===== src/rtl/pwm_ctrl_pkg.sv =====
// Shared types and constants for the dual-channel PWM duty scheduler.
// Optional feature macro used by the scheduler files: ESTOP_EN (adds the estop input).
package pwm_ctrl_pkg;

    localparam int unsigned DUTY_W  = 8;
    localparam int unsigned NUM_CH  = 2;
    localparam logic [7:0]  CNT_MAX = 8'hFF;

    localparam int unsigned CH_A = 0;
    localparam int unsigned CH_B = 1;

    typedef enum logic [1:0] {
        IDLE = 2'd0,
        UP   = 2'd1,
        DOWN = 2'd2
    } ramp_state_e;

    // Move cur toward tgt by at most step; 9-bit math so it never wraps or overshoots.
    function automatic logic [DUTY_W-1:0] step_toward(
        input logic [DUTY_W-1:0] cur,
        input logic [DUTY_W-1:0] tgt,
        input logic [DUTY_W-1:0] step
    );
        logic [DUTY_W:0] diff;
        logic [DUTY_W:0] amt;
        if (tgt > cur) begin
            diff = {1'b0, tgt} - {1'b0, cur};
            amt  = (diff < {1'b0, step}) ? diff : {1'b0, step};
            return DUTY_W'({1'b0, cur} + amt);
        end else if (tgt < cur) begin
            diff = {1'b0, cur} - {1'b0, tgt};
            amt  = (diff < {1'b0, step}) ? diff : {1'b0, step};
            return DUTY_W'({1'b0, cur} - amt);
        end
        return cur;
    endfunction

    // Ramp direction needed to get from cur to tgt.
    function automatic ramp_state_e dir_of(
        input logic [DUTY_W-1:0] cur,
        input logic [DUTY_W-1:0] tgt
    );
        if (tgt > cur) begin
            return UP;
        end else if (tgt < cur) begin
            return DOWN;
        end
        return IDLE;
    endfunction

endpackage


===== src/rtl/pwm_ramp_chan.sv =====
// One PWM channel: pending-command slot, target register, ramp FSM and done pulse.
// Optional feature macro: ESTOP_EN (adds estop, which forces the channel to duty 0).
module pwm_ramp_chan
    import pwm_ctrl_pkg::*;
#(
    parameter int unsigned STEP = 1
) (
    input  logic              clk,
    input  logic              rst_n,
`ifdef ESTOP_EN
    input  logic              estop,
`endif
    input  logic              tick,
    input  logic              step_en,
    input  logic              acc,
    input  logic [DUTY_W-1:0] acc_duty,
    input  logic              acc_imm,
    output logic              pend,
    output logic [DUTY_W-1:0] duty,
    output logic              busy,
    output logic              done
);

    localparam logic [DUTY_W-1:0] STEP_L = DUTY_W'(STEP);

    logic [DUTY_W-1:0] tgt;
    logic [DUTY_W-1:0] pend_tgt;
    logic              pend_imm;
    ramp_state_e       state;

    logic              load;
    logic              load_imm;
    logic [DUTY_W-1:0] eff_tgt;
    logic [DUTY_W-1:0] stepped;

    // Target seen this cycle: a pending command takes effect on the tick itself.
    always_comb begin
        load     = tick && pend;
        load_imm = load && pend_imm;
        eff_tgt  = load ? pend_tgt : tgt;
        stepped  = step_toward(duty, eff_tgt, STEP_L);
    end

    // Pending slot, target load, ramp FSM and done pulse.
    always_ff @(posedge clk or negedge rst_n) begin
        if (!rst_n) begin
            tgt      <= '0;
            pend_tgt <= '0;
            pend_imm <= 1'b0;
            pend     <= 1'b0;
            duty     <= '0;
            state    <= IDLE;
            done     <= 1'b0;
        end else begin
            done <= 1'b0;
`ifdef ESTOP_EN
            if (estop) begin
                tgt      <= '0;
                pend     <= 1'b0;
                pend_imm <= 1'b0;
                duty     <= '0;
                state    <= IDLE;
            end else
`endif
            begin
                if (load) begin
                    pend <= 1'b0;
                    tgt  <= pend_tgt;
                end

                if (load_imm) begin
                    duty  <= pend_tgt;
                    state <= IDLE;
                    done  <= (duty != pend_tgt);
                end else if (step_en && (duty != eff_tgt)) begin
                    duty  <= stepped;
                    state <= dir_of(stepped, eff_tgt);
                    done  <= (stepped == eff_tgt);
                end else if (load) begin
                    // New target without a step this tick; equal target lands in IDLE silently.
                    state <= dir_of(duty, eff_tgt);
                end

                // Accept only happens while the slot is empty, so it never races the clear.
                if (acc) begin
                    pend     <= 1'b1;
                    pend_tgt <= acc_duty;
                    pend_imm <= acc_imm;
                end
            end
        end
    end

    assign busy = pend || (state != IDLE);

endmodule


===== src/rtl/pwm_ramp_sched.sv =====
// Duty scheduler for the A/B PWM pair: period counter, ramp divider, command mux.
// Optional feature macro: ESTOP_EN (adds estop input forcing both duties to 0).
module pwm_ramp_sched
    import pwm_ctrl_pkg::*;
#(
    parameter int unsigned STEP     = 1,
    parameter int unsigned RAMP_DIV = 1
) (
    input  logic              clk,
    input  logic              rst_n,
`ifdef ESTOP_EN
    input  logic              estop,
`endif
    input  logic              cmd_vld,
    output logic              cmd_rdy,
    input  logic              cmd_ch,
    input  logic [DUTY_W-1:0] cmd_duty,
    input  logic              cmd_imm,
    output logic [DUTY_W-1:0] duty_a,
    output logic [DUTY_W-1:0] duty_b,
    output logic              prd_tick,
    output logic [NUM_CH-1:0] busy,
    output logic [NUM_CH-1:0] done
);

    localparam logic [7:0] DIV_LAST = 8'(RAMP_DIV - 1);
    localparam logic [7:0] CNT_PRE  = CNT_MAX - 8'd1;

    logic [7:0]        cnt;
    logic [7:0]        div;
    logic              step_en;
    logic [NUM_CH-1:0] pend;
    logic [NUM_CH-1:0] acc;

    // Free-running period counter; prd_tick is registered so it is high exactly while cnt==FF.
    always_ff @(posedge clk or negedge rst_n) begin
        if (!rst_n) begin
            cnt      <= '0;
            prd_tick <= 1'b0;
        end else begin
            cnt      <= cnt + 8'd1;
            prd_tick <= (cnt == CNT_PRE);
        end
    end

    // Ramp divider shared by both channels, advanced once per period.
    always_ff @(posedge clk or negedge rst_n) begin
        if (!rst_n) begin
            div <= '0;
        end else if (prd_tick) begin
            div <= (div == DIV_LAST) ? 8'd0 : div + 8'd1;
        end
    end

    assign step_en = prd_tick && (div == DIV_LAST);

    // Ready follows the addressed channel's pending slot; accept is steered to that channel.
    always_comb begin
        cmd_rdy = !pend[cmd_ch];
`ifdef ESTOP_EN
        if (estop) begin
            cmd_rdy = 1'b0;
        end
`endif
        acc       = '0;
        acc[CH_A] = cmd_vld && cmd_rdy && (cmd_ch == 1'(CH_A));
        acc[CH_B] = cmd_vld && cmd_rdy && (cmd_ch == 1'(CH_B));
    end

    pwm_ramp_chan #(
        .STEP     (STEP)
    ) u_chan_a (
        .clk      (clk),
        .rst_n    (rst_n),
`ifdef ESTOP_EN
        .estop    (estop),
`endif
        .tick     (prd_tick),
        .step_en  (step_en),
        .acc      (acc[CH_A]),
        .acc_duty (cmd_duty),
        .acc_imm  (cmd_imm),
        .pend     (pend[CH_A]),
        .duty     (duty_a),
        .busy     (busy[CH_A]),
        .done     (done[CH_A])
    );

    pwm_ramp_chan #(
        .STEP     (STEP)
    ) u_chan_b (
        .clk      (clk),
        .rst_n    (rst_n),
`ifdef ESTOP_EN
        .estop    (estop),
`endif
        .tick     (prd_tick),
        .step_en  (step_en),
        .acc      (acc[CH_B]),
        .acc_duty (cmd_duty),
        .acc_imm  (cmd_imm),
        .pend     (pend[CH_B]),
        .duty     (duty_b),
        .busy     (busy[CH_B]),
        .done     (done[CH_B])
    );

endmodule


===== config.mk =====
export PLATFORM = sky130hd
export DESIGN_NAME = pwm_ramp_sched
export DESIGN_NICKNAME = d
export VERILOG_FILES = /design/src/rtl/pwm_ctrl_pkg.sv /design/src/rtl/pwm_ramp_chan.sv /design/src/rtl/pwm_ramp_sched.sv
export SDC_FILE = /design/constraint.sdc
export NUM_CORES = 1
export LEC_CHECK = 0
export ABC_AREA = 1
export CELL_PAD_IN_SITES_DETAIL_PLACEMENT = 1
export CELL_PAD_IN_SITES_GLOBAL_PLACEMENT = 2
export CORE_ASPECT_RATIO = 1.25
export CORE_MARGIN = 1.5
export CORE_UTILIZATION = 30
export CTS_CLUSTER_SIZE = 20
export DETAILED_ROUTE_END_ITERATION = 8
export HOLD_SLACK_MARGIN = 0.12
export PLACE_DENSITY_LB_ADDON = 0.1
export SYNTH_ARGS = -nofsm -noshare
export SYNTH_HDL_FRONTEND = slang
export SYNTH_SLANG_ARGS = --single-unit

===== constraint.sdc =====
create_clock -name clk -period 6.1 [get_ports clk]
set_input_delay 1.22 -clock clk [delete_from_list [all_inputs] [get_ports clk]]
set_output_delay 1.22 -clock clk [all_outputs]
set_load 0.05 [all_outputs]

==> results of run 1 <==
[cells by family after synthesis]
group | share of synthesized area
adder cells (fa/ha/maj) | 0.1540
XOR/XNOR | 0.03890
buffers and inverters | 0.1175
AND/OR/NAND/NOR | 0.2518
flip-flops | 0.2977
AO/OA/AOI/OAI | 0.1395
other | 0.0005948
[registers in the layout (all words and copies together) (netlist names)]
name / count
prd_tick: 1
u_chan_b.duty: 8
u_chan_a.state: 2
u_chan_b.done: 1
u_chan_a.done: 1
u_chan_b.pend_tgt: 8
u_chan_b.pend: 1
u_chan_a.duty: 8
div: 8
u_chan_a.pend_tgt: 8
u_chan_a.pend_imm: 1
cnt: 8
u_chan_a.tgt: 8
u_chan_a.pend: 1
u_chan_b.pend_imm: 1
u_chan_b.state: 2
u_chan_b.tgt: 8
[what timing repair did]
item	in CTS	in global routing
gates cloned	0	0
buffers inserted	0	0
gates resized for setup	1	4
setup endpoints to repair	1	5
[synthesized netlist by cell type (all sizes together)]
master / instances
ha: 68
and3: 1
nand4: 21
nor4: 2
nand3b: 1
o22ai: 8
xor2: 21
o31ai: 1
inv: 166
o21bai: 6
o21ai: 61
clkinv: 2
o21a: 6
nor3b: 1
nand2: 229
a21oi: 45
fa: 6
o211a: 1
conb: 1
xnor2: 7
o221ai: 10
clkbuf: 5
buf: 12
a31oi: 3
nand3: 37
or2: 10
dfrtp: 75
o211ai: 3
a21boi: 1
a22o: 1
a21o: 2
nor3: 8
nor2: 51
[power by group]
group          total (mW)  internal, mW  leakage, nW  switching [mW]
Combinational      0.0266       0.00917         2.65          0.0174
Sequential          0.502         0.500        0.956         0.00208
Clock               0.568         0.353        0.143           0.215
Total                1.10         0.862         3.75           0.235
[how the worst min path moves through the flow]
stage / slack [ns] / startpoint / cells after the start / end
2_1_floorplan: 0.44 / cnt[0] / 1 / cnt[0]
3_3_place_gp: 0.45 / cnt[0] / 1 / cnt[0]
3_5_place_dp: 0.48 / cnt[7] / 1 / cnt[7]
4_1_cts: 0.49 / cnt[7] / 1 / cnt[7]
5_1_grt: 0.50 / cnt[7] / 1 / cnt[7]
6_report: 0.48 / div[7] / 1 / div[7]
[layout make-up]
type,count,share of cell area
timing repair buffer,50,0.06265
clock buffer,9,0.03081
tap,274,0.04690
sequential,75,0.2568
multi-input combinational,613,0.5056
clock inverter,5,0.01096
inverter,168,0.08627
[critical path: cells and delay by family (launching register included)]
family                   cells  cell delay (ns)
AO/OA/AOI/OAI                8             1.54
XOR/XNOR                     1             0.18
adder cells (fa/ha/maj)      4             1.37
buffers and inverters        4             0.43
flip-flops                   1             0.36
AND/OR/NAND/NOR             15             1.72
[routing by layer]
metal / up-vias / global-route usage / share of wire
met2: 69 / 0.3941 / 0.55
met4: 0 / 0.07792 / 0.034
met1: 2858 / 0.2114 / 0.40
li1: 2876 / - / -
met5: - / 0 / 0
met3: 32 / 0.02137 / 0.019
==> impl_metrics.tcl, run 1 <==
set metrics [dict create \
    status "finished, final reports clean" \
    relSlewSlack 0.3403 \
    total_power_mw 1.097 \
    grt_pass1_wl_mm 33.34 \
    routed_wl_mm 20.58 \
    die_area_um2 21900 \
    drtAntennaViolNets 0 \
    grt_antenna_before_repair 0 \
    hold_slack_ns 0.4841 \
    cts_buffer_depth 2 \
    cap_violations 0 \
    drt_iter0_markers 171 \
    viasPerCell 4.887 \
    fin_util 0.3524 \
    yosysTopAreaCell "dfrtp_1" \
    worstPathRequired_ns 6.32 \
    holdCritPathClass "flop to flop" \
    design_area_um2 7310 \
    placed_cells 1180 \
    cpMaxStageDelayCell "o21ai_0" \
    root_buffer "clkbuf_16" \
    post-dp-hpwl_mm 17.14 \
    drv_slew 0 \
    path_class "flop to flop" \
    tns_ns 0 \
    numCtsBuffers 9 \
    wire_per_inst_um 17.24 \
    setup_ws_ns 0.3555 \
    grt_use_total 0.1973 \
    final_common_cell "nand2_1" \
    worstSkewPairLatency_ns 0.34 \
    cp-startpoint "prd_tick" \
    fin_cells 1194 \
    r2r_slack_ns 0.36 \
    grt_max_degree 76 \
    r2r-start "prd_tick" \
    period_share 0.9417 \
    finalHoldViolations 0 \
    drc 0 \
    peakVddDrop_uv 117.7 \
    synth_cell_types 45 \
    ios 35 \
    overflow 0 \
    cts_hold_buf 0 \
    p_per_area_nw_per_um2 150.0 \
    core_um2 20740 \
    cp-endpoint "u_chan_a.state[0]" \
    antenna_cells 0 \
    cp_slowest_stage_delay_ns 0.51 \
    fmax_mhz 174.1 \
    yosys-top-cells-area "dfrtp_1 (30%), ha_1 (13%), nand2_1 (13%)" \
    start_util 0.3039 \
    tightest_slew_ns 0.9895 \
    reg2reg_depth 32 \
    std_cell_rows 59 \
    seq_area_frac_synth 0.2977 \
    layout-area-overhead-vs-synth_pct 15.94 \
    port_buffers 34 \
    gp_congestion 0.8566 \
    final_cell_mix "nand2_1 (212), inv_1 (158), dfrtp_1 (75)" \
    rsz0062_at_grt "yes" \
    syn_inst 872 \
    nets 1004 \
    synth.avg_cell_area_um2 7.230 \
    yosys.area.top_type_share 0.2977 \
    crit_fanout 12 \
    crit_top_cell "nand2_1" \
    regArea_um2 1877 \
    period_needed_ns 5.744 \
    drive_gt1_frac 0.08913 \
    yosysWarnings 0 \
    htree_levels 3 \
    cp-start-kind "flop" \
    fp.dieW_um 132.7 \
    place_area_um2 6999 \
    setup_violations 0 \
    first_pass_iters 4 \
    cts_sinks 75 \
    synth-seq-cells 75 \
    dp_slack_ns 0.01249 \
    n_fill_cell 2592 \
    clk_pin_slew_ns 0.06 \
    vias 5835 \
    synth_area_um2 6305 \
    multi_input_area_um2 3696 \
    critPathArrivalTime_ns 5.96 \
    grt_pass1_vias 6321 \
    power.leakage_nw 3.753 \
    cts_tree "done" \
    r2r_end "u_chan_a.state[0]" \
    fin_worst_skew_ns 0.007412 \
    die-height_um 165.1 \
    endpoint_kind "flop" \
]
Note: power is estimated with default switching activity, not from simulation.
==> run 2: changes to the inputs <==
CELL_PAD_IN_SITES_DETAIL_PLACEMENT = unset   (was 1)
CELL_PAD_IN_SITES_GLOBAL_PLACEMENT = unset   (was 2)
PLACE_DENSITY_LB_ADDON = unset   (was 0.1)
SLEW_MARGIN = 10   (was unset)
==> impl_metrics.tcl, run 2 (synthesis gave the netlist of run 1 again) <==
set metrics [dict create \
    final_common_cell "nand2_1" \
    viasPerCell 4.715 \
    tns_ns 0 \
    tightest_slew_ns 0.9883 \
    vias 5616 \
    relSlewSlack 0.3411 \
    place_area_um2 6962 \
    cap_violations 0 \
    grt_pass1_vias 5422 \
    gp_congestion 0.9215 \
    worstSkewPairLatency_ns 0.34 \
    die_area_um2 21900 \
    start_util 0.3039 \
    n_fill_cell 2190 \
    peakVddDrop_uv 117.4 \
    power.leakage_nw 3.726 \
    drt_iter0_markers 360 \
    cts_sinks 75 \
    cp_slowest_stage_delay_ns 0.46 \
    drive_gt1_frac 0.08724 \
    setup_violations 0 \
    path_delay_family "compound AO/OA/AOI/OAI gates" \
    drtAntennaViolNets 0 \
    cts_tree "done" \
    final_cell_mix "nand2_1 (213), inv_1 (158), dfrtp_1 (75)" \
    p_per_area_nw_per_um2 141.5 \
    nets 999 \
    core_um2 20740 \
    port_buffers 34 \
    finalHoldViolations 0 \
    period_needed_ns 5.473 \
    overflow 0 \
    grt_max_degree 76 \
    antenna_cells 0 \
    root_buffer "clkbuf_16" \
    cts_setup_buffers 0 \
    die-height_um 165.1 \
    numCtsBuffers 9 \
    cts_buffer_depth 2 \
    rsz0062_at_grt "no" \
    r2r_slack_ns 0.63 \
    dp_slack_ns 0.3306 \
    period_share 0.8972 \
    worstPathRequired_ns 6.37 \
    design_area_um2 7249 \
    layout-area-overhead-vs-synth_pct 14.98 \
    first_pass_iters 5 \
    fin_cells 1191 \
    cts_hold_buf 0 \
    crit_top_cell "nand2_1" \
    critical_path_buf_inv_count 2 \
    fin_worst_skew_ns 0.006512 \
    std_cell_rows 59 \
    routed_wl_mm 16.70 \
    drv_slew 0 \
    grt_pass1_wl_mm 27.54 \
    grt_use_total 0.1590 \
    status "finished, final reports clean" \
    post-dp-hpwl_mm 13.40 \
    drc 0 \
    cpMaxStageDelayCell "o21ai_0" \
    critPathArrivalTime_ns 5.75 \
    holdCritPathClass "flop to flop" \
    ios 35 \
    clk_pin_slew_ns 0.06 \
    fp.dieW_um 132.7 \
    wire_per_inst_um 14.02 \
    fmax_mhz 182.7 \
    htree_levels 3 \
    crit_fanout 17 \
    grt_antenna_before_repair 0 \
    endpoint_kind "flop" \
    setup_ws_ns 0.6272 \
    cp-start-kind "flop" \
    fin_util 0.3495 \
    path_class "flop to flop" \
    placed_cells 1175 \
]
-- run 2: cell count changes in the layout (fill, tap and decap cells not counted) --
cell        change
clkinv_4        +3
buf_4           -5
clkinv_2        +1
o21ai_0         +1
inv_6           +1
nand2_2         -1
nand2_1         +1
o21ai_2         +2
clkinvlp_4      -1
o21ai_1         -3
bufinv_16       -2
-- run 2: worst paths after layout --
path                       cells past startpoint     start                    to
max                                           30  prd_tick     u_chan_b.state[0]
min                                            1    div[7]                div[7]
max reg2reg                                   30  prd_tick     u_chan_b.state[0]
min reg2reg                                    1    div[7]                div[7]
max in group asynchronous                      1     rst_n       u_chan_b.tgt[7]
min in group asynchronous                      1     rst_n  u_chan_a.pend_tgt[3]
-- run 2: layout make-up --
| type | count | area, µm² | share of cell area |
|---|---|---|---|
| flip-flops and latches | 75 | 1877 | 0.2589 |
| clock buffers | 9 | 225.2 | 0.03107 |
| multi-input cells | 613 | 3701 | 0.5105 |
| inverters | 168 | 630.6 | 0.08699 |
| repair buffers | 45 | 420.4 | 0.05799 |
| clock inverters | 7 | 52.55 | 0.007249 |
| well taps | 274 | 342.8 | 0.04729 |
-- run 2: power by group --
part	internal [mW]	switching, mW
clock network	0.277	0.220
registers	0.500	0.00187
logic	0.00913	0.0180
total	0.786	0.240
-- run 2: layer usage --
metal / part of all wire / track usage
met1: 0.44 / 0.1925
met5: 0 / 0
met2: 0.50 / 0.2875
met3: 0.029 / 0.01618
met4: 0.033 / 0.06943
-- run 2: per-stage QoR --
| stage | hold slack, ns | power (mW) |
|---|---|---|
| 3_5_place_dp | 0.4662 | 0.5384 |
| 3_3_place_gp | 0.4562 | 0.5381 |
| 4_1_cts | 0.4760 | 1.041 |
| 6_report | 0.4704 | 1.026 |
| 2_1_floorplan | 0.4408 | 0.5164 |
| 5_1_grt | 0.4841 | 1.071 |
-- run 2: what timing repair did --
action | in CTS | in global routing
resized for setup | 0 | 5
hold endpoints to repair | 0 | 0
setup endpoints to repair | 0 | 3
==> run 3: changes to the inputs <==
clock period = 4.5 ns   (was 6.1 ns; I/O delays follow)
==> impl_metrics.tcl, run 3 (synthesis gave the netlist of run 1 again) <==
set metrics [dict create \
    die_area_um2 21900 \
    power.leakage_nw 4.527 \
    r2r-start "prd_tick" \
    fin_worst_skew_ns 0.004692 \
    port_buffers 34 \
    setup_violations 6 \
    grt_use_total 0.1782 \
    root_buffer "clkbuf_16" \
    design_area_um2 9114 \
    total_power_mw 1.572 \
    place_area_um2 8145 \
    core_um2 20740 \
    fin_util 0.4394 \
    die-height_um 165.1 \
    cts_sinks 75 \
    cap_violations 0 \
    drive_gt1_frac 0.3181 \
    post-dp-hpwl_mm 14.81 \
    fmax_mhz 207.8 \
    drv_slew 0 \
    hold_depth 1 \
    holdCritPathClass "flop to flop" \
    routed_wl_mm 19.00 \
    tightest_slew_ns 0.9720 \
    final_cell_mix "nand2_1 (197), buf_4 (158), inv_1 (141)" \
    gp_congestion 0.8849 \
    ios 35 \
    cp-startpoint "prd_tick" \
    period_share 1.069 \
    grt_antenna_before_repair 0 \
    violations "setup timing" \
    cts_buffer_depth 2 \
    wire_per_inst_um 14.12 \
    worstPathRequired_ns 4.73 \
    path_delay_family "simple AND/OR/NAND/NOR gates" \
    holdPathEnd "cnt[7]" \
    endpoint_kind "flop" \
    std_cell_rows 59 \
    layout-area-overhead-vs-synth_pct 44.55 \
    drc 0 \
    drtAntennaViolNets 0 \
    period_needed_ns 4.813 \
    reg2reg_depth 34 \
    cp-start-kind "flop" \
    grt_max_degree 76 \
    htree_levels 3 \
    first_pass_iters 4 \
    setup_ws_ns -0.3127 \
    viasPerCell 4.644 \
    cp_slowest_stage_delay_ns 0.39 \
    status "finished, violations left" \
    peakVddDrop_uv 160.7 \
    antenna_cells 0 \
    relSlewSlack 0.3520 \
    p_per_area_nw_per_um2 172.5 \
    hold_slack_ns 0.4667 \
    cpMaxStageDelayCell "dfrtp_2" \
    cts_tree "done" \
    nets 1154 \
    worstHoldStart "cnt[7]" \
    r2r_slack_ns -0.31 \
    worstSkewPairLatency_ns 0.34 \
    fp.dieW_um 132.7 \
    r2r_end "u_chan_b.state[0]" \
    vias 6251 \
    start_util 0.3039 \
    final_common_cell "nand2_1" \
    numCtsBuffers 9 \
    crit_fanout 8 \
    critPathArrivalTime_ns 5.04 \
    critical_path_buf_inv_count 6 \
    drt_iter0_markers 317 \
    path_class "flop to flop" \
    overflow 0 \
    rsz0062_at_grt "yes" \
    grt_pass1_wl_mm 30.83 \
    clk_pin_slew_ns 0.06 \
    grt_pass1_vias 6414 \
    finalHoldViolations 0 \
]
-- run 3: cell count changes in the layout (fill, tap and decap cells not counted), sizes merged --
cell    change
clkinv      -4
bufinv      +3
nand2       +1
buf       +154
clkbuf      +1
-- run 3: repair_timing --
action | in CTS | in global routing
pin swaps | 23 | 56
gates resized for setup | 32 | 71
setup endpoints to repair | 6 | 6
gates cloned | 0 | 1
hold buffers | 0 | 0
setup buffers | 13 | 14
-- run 3: final cells by class --
class                      instances  area (µm²)
fill                            2062       11630
multi-input combinational        614        4284
sequential                        75        1879
timing repair buffer             199        1624
inverter                         168       633.1
tap                              274       342.8
clock buffer                      10       239.0
clock inverter                     6       111.4
-- run 3: worst max-delay path by stage --
stage                                    to  slack [ns]  cells after the start
after floorplan           u_chan_a.state[0]       -0.03                     33
after global placement    u_chan_a.state[0]       -0.42                     33
after detailed placement  u_chan_a.state[0]       -0.43                     34
after CTS                 u_chan_b.state[0]       -0.24                     33
after global routing      u_chan_b.state[0]       -0.65                     35
final                     u_chan_b.state[0]       -0.31                     34
-- run 3: power by group --
group / leakage [nW] / internal, mW / switching (mW)
clock network: 0.169 / 0.558 / 0.288
registers: 0.954 / 0.678 / 0.00232
logic: 3.40 / 0.0192 / 0.0277
-- run 3: metrics by stage --
stage / TNS (ns) / cells / worst slack (ns)
floorplan: -0.06030 / 873 / -0.03197
detailed placement: -1.962 / 1303 / -0.4335
global placement: -1.821 / 1303 / -0.4170
global route: -3.100 / 1346 / -0.6520
finish: -1.089 / 1346 / -0.3127
CTS: -0.6519 / 1332 / -0.2394
-- run 3: routing by layer --
metal  wire length, µm  share of wire  track usage
met1              7819           0.41       0.2004
met2             10070           0.53       0.3403
met3               434          0.023      0.02137
met4               674          0.035      0.07443
met5                 0              0            0
